<file path="src/rtl/npu_seq_pkg.sv">
// npu_seq_pkg: register map, CTRL/STATUS bit positions and FSM encoding for npu_job_sequencer.
package npu_seq_pkg;
    localparam logic [7:0] OFF_CTRL     = 8'h00;
    localparam logic [7:0] OFF_STATUS   = 8'h04;
    localparam logic [7:0] OFF_TILE_CNT = 8'h08;
    localparam logic [7:0] OFF_TILE_IDX = 8'h0C;
    localparam logic [7:0] OFF_TMO_LIM  = 8'h10;
    localparam logic [7:0] OFF_PERF_CYC = 8'h14;
    localparam int CTRL_START  = 0;
    localparam int CTRL_ABORT  = 1;
    localparam int CTRL_IRQ_EN = 2;
    localparam int ST_BUSY    = 0;
    localparam int ST_DONE    = 1;
    localparam int ST_ERR     = 2;
    localparam int ST_TMO     = 3;
    localparam int ST_ABORTED = 4;
    typedef enum logic [1:0] {S_IDLE, S_ISSUE, S_WAIT, S_FINISH} seq_state_e;
endpackage

</file>
<file path="src/rtl/npu_seq_wb_regs.sv">
// npu_seq_wb_regs: Wishbone decode, single-cycle ack and register file of the job sequencer.
module npu_seq_wb_regs
    import npu_seq_pkg::*;
#(
    parameter logic [31:0] ADDR_BASE = 32'h3000_0000,
    parameter int          TILE_W    = 16,
    parameter int          TMO_W     = 16
) (
    input  logic              wb_clk_i,
    input  logic              wb_rst_i,
    input  logic              wbs_cyc_i,
    input  logic              wbs_stb_i,
    input  logic              wbs_we_i,
    input  logic [3:0]        wbs_sel_i,
    input  logic [31:0]       wbs_adr_i,
    input  logic [31:0]       wbs_dat_i,
    output logic              wbs_ack_o,
    output logic [31:0]       wbs_dat_o,
    input  logic              busy_i,
    input  logic [TILE_W-1:0] tile_idx_i,
    input  logic [31:0]       perf_i,
    input  logic              set_done_i,
    input  logic              set_err_i,
    input  logic              set_tmo_i,
    input  logic              set_abort_i,
    output logic              start_o,
    output logic              abort_o,
    output logic [TILE_W-1:0] tile_cnt_o,
    output logic [TMO_W-1:0]  tmo_lim_o,
    output logic [2:0]        irq_o
);
    logic [7:0] off;
    logic hit, wr, wr_ctrl, w1c;
    logic ack_q, start_q, abort_q, irq_en_q, done_q, err_q, tmo_q, aborted_q;
    logic [31:0] dat_q, rd_data;
    logic [4:0] status;
    logic [TILE_W-1:0] tile_cnt_q;
    logic [TMO_W-1:0] tmo_lim_q;
    logic unused_ok;

    assign off     = wbs_adr_i[7:0];
    // ack_q blocks a new hit, so back-to-back requests are served every other cycle
    assign hit     = wbs_cyc_i & wbs_stb_i & (wbs_adr_i[31:8] == ADDR_BASE[31:8]) & ~ack_q;
    assign wr      = hit & wbs_we_i;
    assign wr_ctrl = wr & wbs_sel_i[0] & (off == OFF_CTRL);
    assign w1c     = wr & wbs_sel_i[0] & (off == OFF_STATUS);
    assign status  = {aborted_q, tmo_q, err_q, done_q, busy_i};

    assign rd_data = (off == OFF_CTRL)     ? {29'd0, irq_en_q, 2'd0}
                   : (off == OFF_STATUS)   ? {27'd0, status}
                   : (off == OFF_TILE_CNT) ? 32'(tile_cnt_q)
                   : (off == OFF_TILE_IDX) ? 32'(tile_idx_i)
                   : (off == OFF_TMO_LIM)  ? 32'(tmo_lim_q)
                   : (off == OFF_PERF_CYC) ? perf_i
                   : 32'd0;

    always_ff @(posedge wb_clk_i) begin
        if (wb_rst_i) begin
            ack_q      <= 1'b0;
            dat_q      <= '0;
            start_q    <= 1'b0;
            abort_q    <= 1'b0;
            irq_en_q   <= 1'b0;
            done_q     <= 1'b0;
            err_q      <= 1'b0;
            tmo_q      <= 1'b0;
            aborted_q  <= 1'b0;
            tile_cnt_q <= '0;
            tmo_lim_q  <= '0;
        end else begin
            ack_q     <= hit;
            dat_q     <= (hit & ~wbs_we_i) ? rd_data : '0;
            start_q   <= wr_ctrl & wbs_dat_i[CTRL_START];
            abort_q   <= wr_ctrl & wbs_dat_i[CTRL_ABORT];
            irq_en_q  <= wr_ctrl ? wbs_dat_i[CTRL_IRQ_EN] : irq_en_q;
            done_q    <= set_done_i  | (done_q    & ~(w1c & wbs_dat_i[ST_DONE]));
            err_q     <= set_err_i   | (err_q     & ~(w1c & wbs_dat_i[ST_ERR]));
            tmo_q     <= set_tmo_i   | (tmo_q     & ~(w1c & wbs_dat_i[ST_TMO]));
            aborted_q <= set_abort_i | (aborted_q & ~(w1c & wbs_dat_i[ST_ABORTED]));
            for (int b = 0; b < TILE_W; b++)
                if (wr & ~busy_i & (off == OFF_TILE_CNT) & wbs_sel_i[b/8])
                    tile_cnt_q[b] <= wbs_dat_i[b];
            for (int b = 0; b < TMO_W; b++)
                if (wr & (off == OFF_TMO_LIM) & wbs_sel_i[b/8])
                    tmo_lim_q[b] <= wbs_dat_i[b];
        end
    end

    assign wbs_ack_o  = ack_q;
    assign wbs_dat_o  = dat_q;
    assign start_o    = start_q;
    assign abort_o    = abort_q;
    assign tile_cnt_o = tile_cnt_q;
    assign tmo_lim_o  = tmo_lim_q;
    assign irq_o      = {1'b0, irq_en_q & (err_q | tmo_q | aborted_q), irq_en_q & done_q};
    assign unused_ok  = &{1'b0, wbs_sel_i, wbs_dat_i};
endmodule

</file>
<file path="src/rtl/npu_job_sequencer.sv">
// npu_job_sequencer: Wishbone-programmed multi-tile job FSM driving the NPU start/done handshake.
// Define NPU_PERF_CNT_EN to add the PERF_CYC busy-cycle counter at offset 0x14.
module npu_job_sequencer
    import npu_seq_pkg::*;
#(
    parameter logic [31:0] ADDR_BASE = 32'h3000_0000,
    parameter int          TILE_W    = 16,
    parameter int          TMO_W     = 16
) (
    input  logic              wb_clk_i,
    input  logic              wb_rst_i,
    input  logic              wbs_cyc_i,
    input  logic              wbs_stb_i,
    input  logic              wbs_we_i,
    input  logic [3:0]        wbs_sel_i,
    input  logic [31:0]       wbs_adr_i,
    input  logic [31:0]       wbs_dat_i,
    output logic              wbs_ack_o,
    output logic [31:0]       wbs_dat_o,
    output logic              npu_start_o,
    output logic [TILE_W-1:0] npu_tile_o,
    input  logic              npu_done_i,
    input  logic              npu_err_i,
    output logic [2:0]        irq_o
);
    seq_state_e state_q, state_d;
    logic start_req, abort_req, start_q, busy_q, last;
    logic ev_done, ev_err, ev_tmo, ev_abort;
    logic [TILE_W-1:0] tile_cnt, idx_q;
    logic [TMO_W-1:0] tmo_lim, tmo_q, tmo_d;
    logic [31:0] perf;

    npu_seq_wb_regs #(.ADDR_BASE(ADDR_BASE), .TILE_W(TILE_W), .TMO_W(TMO_W)) u_regs (
        .wb_clk_i   (wb_clk_i),
        .wb_rst_i   (wb_rst_i),
        .wbs_cyc_i  (wbs_cyc_i),
        .wbs_stb_i  (wbs_stb_i),
        .wbs_we_i   (wbs_we_i),
        .wbs_sel_i  (wbs_sel_i),
        .wbs_adr_i  (wbs_adr_i),
        .wbs_dat_i  (wbs_dat_i),
        .wbs_ack_o  (wbs_ack_o),
        .wbs_dat_o  (wbs_dat_o),
        .busy_i     (busy_q),
        .tile_idx_i (idx_q),
        .perf_i     (perf),
        .set_done_i (ev_done),
        .set_err_i  (ev_err),
        .set_tmo_i  (ev_tmo),
        .set_abort_i(ev_abort),
        .start_o    (start_req),
        .abort_o    (abort_req),
        .tile_cnt_o (tile_cnt),
        .tmo_lim_o  (tmo_lim),
        .irq_o      (irq_o)
    );

    // abort outranks every NPU input; err > done > timeout inside WAIT
    always_comb begin
        state_d  = state_q;
        ev_done  = 1'b0;
        ev_err   = 1'b0;
        ev_tmo   = 1'b0;
        ev_abort = 1'b0;
        tmo_d    = tmo_q + 1'b1;
        last     = idx_q == tile_cnt - 1'b1;
        if (state_q != S_IDLE && abort_req) begin
            state_d  = S_FINISH;
            ev_abort = 1'b1;
        end else begin
            case (state_q)
                S_IDLE: begin
                    ev_done = start_req && tile_cnt == '0;
                    state_d = (start_req && tile_cnt != '0) ? S_ISSUE : S_IDLE;
                end
                S_ISSUE: state_d = S_WAIT;
                S_WAIT: begin
                    if (npu_err_i) begin
                        ev_err  = 1'b1;
                        state_d = S_FINISH;
                    end else if (npu_done_i) begin
                        ev_done = last;
                        state_d = last ? S_FINISH : S_ISSUE;
                    end else if (tmo_lim != '0 && tmo_d == tmo_lim) begin
                        ev_tmo  = 1'b1;
                        state_d = S_FINISH;
                    end
                end
                default: state_d = S_IDLE;
            endcase
        end
    end

    always_ff @(posedge wb_clk_i) begin
        if (wb_rst_i) begin
            state_q <= S_IDLE;
            idx_q   <= '0;
            tmo_q   <= '0;
            start_q <= 1'b0;
            busy_q  <= 1'b0;
        end else begin
            state_q <= state_d;
            start_q <= state_d == S_ISSUE;
            busy_q  <= state_d inside {S_ISSUE, S_WAIT};
            tmo_q   <= (state_q == S_WAIT) ? tmo_d : '0;
            if (state_d == S_ISSUE)
                idx_q <= (state_q == S_IDLE) ? '0 : idx_q + 1'b1;
        end
    end

`ifdef NPU_PERF_CNT_EN
    logic [31:0] perf_q;
    always_ff @(posedge wb_clk_i) begin
        if (wb_rst_i || (state_q == S_IDLE && start_req))
            perf_q <= '0;
        else if (state_q inside {S_ISSUE, S_WAIT} && perf_q != '1)
            perf_q <= perf_q + 1'b1;
    end
    assign perf = perf_q;
`else
    assign perf = '0;
`endif

    assign npu_start_o = start_q;
    assign npu_tile_o  = idx_q;
endmodule

</file>
<file path="config.mk">
export PLATFORM = sky130hd
export DESIGN_NAME = npu_job_sequencer
export DESIGN_NICKNAME = d
export VERILOG_FILES = /design/src/rtl/npu_seq_pkg.sv /design/src/rtl/npu_seq_wb_regs.sv /design/src/rtl/npu_job_sequencer.sv
export SDC_FILE = /design/constraint.sdc
export NUM_CORES = 1
export LEC_CHECK = 0
export ABC_CLOCK_PERIOD_IN_PS = 4000
export CAP_MARGIN = 20
export CELL_PAD_IN_SITES_DETAIL_PLACEMENT = 1
export CELL_PAD_IN_SITES_GLOBAL_PLACEMENT = 1
export CORE_MARGIN = 4
export CORE_UTILIZATION = 47
export CTS_CLUSTER_SIZE = 40
export DETAILED_ROUTE_END_ITERATION = 16
export DONT_BUFFER_PORTS = 1
export GPL_TIMING_DRIVEN = 0
export PLACE_DENSITY_LB_ADDON = 0.25
export RECOVER_POWER = 50
export REMOVE_ABC_BUFFERS = 1
export SYNTH_ARGS = -nofsm -noshare
export SYNTH_HDL_FRONTEND = slang
export SYNTH_SLANG_ARGS = --single-unit
</file>
<file path="constraint.sdc">
create_clock -name wb_clk_i -period 4 [get_ports wb_clk_i]
set_input_delay 0.6 -clock wb_clk_i [delete_from_list [all_inputs] [get_ports wb_clk_i]]
set_output_delay 0.6 -clock wb_clk_i [all_outputs]
set_load 0.005 [all_outputs]
</file>
### Yosys cells after proc, flatten, opt, wreduce, memory -nomap -nowiden

Index checks and enable logic that the tools add are counted.

* $add $sub $neg: 3
* equal/unequal tests: 11
* muxes and demuxes: 26
* bitwise logic cells: 42
* reductions and logical operators: 16

Operators by type and width (number)
* $mux 16: 4
* $add 16x1->16 const B: 2
* $eq 16x16->1: 2
* $reduce_bool 16->1: 2
* $and 1x1->1: 27
* $eq 24x22->1 const B: 1
* $eq 8x4->1 const B: 2
* $logic_not 16->1: 1
* $sub 16x1->16 const B: 1
* $mux 1: 13
* $mux 2: 5
* $not 1->1: 9
* $eq 8x3->1 const B: 1
* $eq 8x5->1 const B: 1
* $logic_not 8->1: 1
* $or 1x1->1: 6
* $pmux 2 s3: 1
* $reduce_or 6->1: 1
* $mux 5: 1
* $eq 2x1->1 const B: 2
* $eq 2x2->1 const B: 2
* $logic_and 1x1->1: 4
* $reduce_bool 2->1: 2
* $reduce_or 2->1: 2
* other kinds (5): 5

* register bits after elaboration: 108
* input bits: 75
* output and inout bits: 53

### Logic depth before layout (Yosys ltp)

* depth after elaboration: 10
* gate-level depth with buffers: 17

### Hierarchy

Synthesis repeated with hierarchy kept, for this count alone.

* cells, all modules: 653
* area total of the unflattened synthesis: 5793.1 µm²

By module, submodules not included
* npu_seq_wb_regs: instances 1, cells each 308, area each 3124.2 µm²
* npu_job_sequencer: instances 1, cells each 345, area each 2668.8 µm²

### Worst setup path before layout

OpenSTA, ideal clock, no wires.

* path kind: reg2reg
* start point: register tmo_q[0]
* end point: register idx_q[10], in the netlist npu_tile_o[10]
* setup time: 0.070 ns
* arrival: 3.455 ns
* required time: 3.930 ns
* setup slack: 0.475 ns
* stages on the path, launching flop included: 17
* buffers on the path: 3
* clock period less this slack: 3.525 ns
* path through: dfxtp_1 ha_1 and3_1 clkbuf_1 xnor2_1 xor2_1 nand4_1 nor4_1 nand4_1 a21oi_1 ha_1 clkbuf_1 nand2_1 or3_1 clkbuf_1 or3_1 a21oi_1

* longest elaborated chain between the ends: 9

RTL lines
* start: declaration: RTL line npu_job_sequencer.sv:30 `logic [TMO_W-1:0] tmo_lim, tmo_q, tmo_d;`
* start signal: assignment: RTL line npu_job_sequencer.sv:105 `tmo_q <= (state_q == S_WAIT) ? tmo_d : '0;`
* $add 16x1->16: RTL line npu_job_sequencer.sv:65 `tmo_d = tmo_q + 1'b1;`
* $eq 16x16->1: RTL line npu_job_sequencer.sv:84 `end else if (tmo_lim != '0 && tmo_d == tmo_lim) begin`
* $logic_and 1x1->1: RTL line npu_job_sequencer.sv:84
* $mux 2: RTL line npu_job_sequencer.sv:84
* $mux 2: RTL line npu_job_sequencer.sv:81 `end else if (npu_done_i) begin`
* $mux 2: RTL line npu_job_sequencer.sv:78 `if (npu_err_i) begin`
* $pmux 2 s3: RTL line npu_job_sequencer.sv:71 `case (state_q)`
* $mux 2: RTL line npu_job_sequencer.sv:67 `if (state_q != S_IDLE && abort_req) begin`
* net state_d[0]: RTL line npu_job_sequencer.sv:26 `seq_state_e state_q, state_d;`
* $eq 2x1->1: RTL line npu_job_sequencer.sv:106 `if (state_d == S_ISSUE)`
* end signal: assignment: RTL line npu_job_sequencer.sv:107 `idx_q <= (state_q == S_IDLE) ? '0 : idx_q + 1'b1;`
* end: declaration: RTL line npu_job_sequencer.sv:29 `logic [TILE_W-1:0] tile_cnt, idx_q;`

The timed path passes the listed nets, and every way through them passes these cells.
A chain may end at the register's enable or synchronous reset.

### Final worst setup path

* start point: register tmo_q[0]
* end point: register idx_q[8], in the netlist npu_tile_o[8]

The elaborated chain is that of the path after synthesis.

==> reports/qor.yml <==
outcome:
  status: "finished, final reports clean"
cells_and_area:
  final_area_sq_mm: 0.00534
  utilization_pct: 51.5
  num_antenna_cells: 0
  syn2layout_area_growth_pct: 6.07
  fillers: 1255
  multi_input_area_sq_mm: 0.00303
  final_net_count: 662
  drive_above_1_share_pct: 9.39
  seqCellArea_sq_mm: 0.00185
critical_path:
  r2r-start: "tmo_q[0]$_SDFF_PP0_"
  cp-end-kind: "flop"
  regToRegEndpoint: "npu_tile_o[8]$_SDFFE_PP0N_"
  startpoint: "tmo_q[0]$_SDFF_PP0_"
  cp_max_fo: 9
  r2r_slack_ns: 0.28
  cp_data_required_time_ns: 4.30
  cp-start-kind: "flop"
  worstSetupPathType: "flop to flop"
  reg2reg_depth: 14
  critPathArrivalTime_ns: 4.01
sta:
  fmax_mhz: 269
  setup_viol: 0
  relSlewSlack_pct: 31.7
  skew_ns: 0.0130
  hold_violations: 0
  whs_ns: 0.295
  period_share_pct: 92.9
  fin_crit_ns: 3.72
  worst_pin_slew_ns: 1.02
  finalSetupTns_ns: 0
  drv_slew: 0
grt:
  overflow: 0
  grt_max_degree: 44
  track_usage_pct: 23.4
  antenna_found_initial: 0
  grt_pass1_wl_mm: 23.6
  grt_pass1_vias: 4440
clock_tree:
  clk_pin_slew_ns: 0.09
  clk_path_buf_depth: 2
  cts_hold_buf: 0
  cts-buffers-inserted: 9
  clock_latency_ns: 0.38
  root_buffer: "clkbuf_8"
  cts_max_level: 3
  cts_tree: "yes"
  cts.sinks: 92
detailed_routing:
  drt_iter0_drc: 193
  final_antenna_net_count: 0
  vias: 4254
  post_drt_wl_per_cell_microns: 20.1
  routed_via_density: 5.89
  drc: 0
  routed_wl_mm: 14.5
  drt-pass1-iter-count: 4
power_and_ir_drop:
  p_leak_nw: 1.77
  power_mw: 1.66
  vdd_ir_drop_max_mv: 0.180
  pwr_density_cell_mw_per_mm2: 311
yosys:
  synth_cell_types: 64
  yosys_register_bits: 92
  synth_edf_count: 0
  yosys.area.top_type: "dfxtp_1"
  synth_area_sq_mm: 0.00503
  synth_top_area_share_pct: 36.6
  avgSynthCellArea_sq_um: 8.49
  syn_inst: 593
  synth_warnings: 0
  synth_area_leaders: "dfxtp_1 (37%), mux2i_1 (9.1%), nor2_1 (7.5%), xnor2_1 (5.0%), xor2_1 (4.2%)"
  synth_seq_area_share_pct: 36.6
  synth_ff_type: "dfxtp_1"
  ys_async_sr_fraction_pct: 0
floorplan:
  ios: 128
  row_count: 37
  die_w_microns: 111
  core_sq_mm: 0.0104
  die_area_sq_mm: 0.0124
  initial_core_util_pct: 48.5
  fp.dieH_microns: 111
flow_run:
  cap_viol_max_count: 0
hold_path:
  hold_path_class: "primary input to flop"
  min_path_cells: 1
  holdPathEnd: "npu_start_o$_SDFF_PP0_"
  hold_start: "wb_rst_i"
placed_design:
  dp_hpwl_mm: 10.9
  postPlaceCellArea_sq_mm: 0.00502
  place_congestion: 0.938
  io_buffer_count: 0
==> cell usage in the layout, fill, tap and decap left out, drive strengths merged, types with 2 or more instances in the layout <==
cell    count
or4         3
mux2i      46
conb       17
a22o        4
nor4       22
or2         3
nor3       11
nand3      11
nand2b     10
and2        3
inv        13
xor2       24
and3        4
clkinv      3
and4        5
buf         4
a32oi       2
or3         7
o21ai      20
a211oi      2
nor2b       6
a22oi       4
ha          6
nand4      21
clkbuf     12
dfxtp      92
a31oi       5
nor2      103
a21oi      32
nand2      33
o31ai       2
mux2        4
xnor2      29
==> final cells by class <==
class | count | share of cell area [%]
timing repair buffer | 5 | 0.633
clock inverter | 5 | 1.12
clock buffer | 11 | 2.84
tap | 136 | 3.19
multi-input combinational | 460 | 56.7
inverter | 13 | 0.914
sequential | 92 | 34.6
==> how the worst max path moves through the flow <==
stage | end | cells past startpoint | slack (ns)
global route | npu_tile_o[15]$_SDFFE_PP0N_ | 15 | -0.02
global placement | npu_tile_o[14]$_SDFFE_PP0N_ | 13 | -0.07
floorplan | npu_tile_o[10]$_SDFFE_PP0N_ | 13 | 0.70
finish | npu_tile_o[8]$_SDFFE_PP0N_ | 14 | 0.28
CTS | npu_tile_o[8]$_SDFFE_PP0N_ | 14 | 0.03
detailed placement | npu_tile_o[15]$_SDFFE_PP0N_ | 14 | -0.21
==> worst max-delay path: stages (launching register included) <==
cell and delay, ns:
dfxtp_2 0.42, ha_2 0.26, xnor2_1 0.15, a21oi_1 0.09
a2111oi_2 0.36, nand4_1 0.18, nor4_1 0.33, nand4_1 0.14
buf_4 0.18, a21oi_1 0.21, ha_2 0.29, nand2_1 0.12
or3_4 0.39, or3_1 0.35, a21oi_1 0.16
==> where the power goes <==
part / internal (mW) / switching (mW)
Sequential: 0.922 / 0.0132
Clock: 0.324 / 0.342
Combinational: 0.0232 / 0.0332
==> per-layer routing <==
layer	share of wire, %	routed length, microns	vias up	global-route usage, %
met5	0	0	-	0
met4	3.1	456	0	10.9
met3	3.0	440	33	3.64
met2	50	7220	86	39.3
met1	44	6370	2097	29.5
li1	-	-	2038	-
==> logic make-up after synthesis <==
family | after synthesis | synth area share (%)
adders and majority gates | 6 | 1.49
other | 1 | 0.0745
muxes | 50 | 10.0
DFF | 92 | 36.6
buffers and inverters | 57 | 5.74
and+or+nand+nor | 248 | 25.8
xor gates and xnor gates | 54 | 9.67
AOI/OAI and AO/OA | 85 | 10.6
==> repair_timing <==
action                                  in CTS  in global routing
endpoints found under the setup margin       9                 10
buffers inserted                             2                  3
cloned                                       0                  0
resized for setup                            3                 16
hold endpoints to repair                     0                  0
pin swaps                                    1                  2
==> state kept, by name, summed over array words and instances (netlist names), 2 cells and up <==
register and flops:
state_q 2, u_regs.tmo_lim_o 16, u_regs.tile_cnt_o 16, npu_tile_o 16, tmo_q 16, u_regs.wbs_dat_o 16
==> synthesized netlist by cell type, types with 7 or more instances <==
| cell | n |
|---|---|
| a21oi_1 | 32 |
| buf_4 | 17 |
| clkbuf_1 | 21 |
| dfxtp_1 | 92 |
| inv_1 | 13 |
| mux2i_1 | 46 |
| nand2_1 | 32 |
| nand2b_1 | 10 |
| nand3_1 | 11 |
| nand4_1 | 21 |
| nor2_1 | 101 |
| nor3_1 | 9 |
| nor4_1 | 18 |
| o21ai_0 | 20 |
| or3_1 | 7 |
| xnor2_1 | 29 |
| xor2_1 | 24 |
==> through the flow <==
| stage | worst slack [ns] | cells |
|---|---|---|
| 4_1_cts | 0.0342 | 719 |
| 3_5_place_dp | -0.215 | 701 |
| 2_1_floorplan | 0.700 | 565 |
| 3_3_place_gp | -0.0723 | 701 |
| 6_report | 0.284 | 722 |
| 5_1_grt | -0.0232 | 722 |
Power figures use the tool's default switching activity.
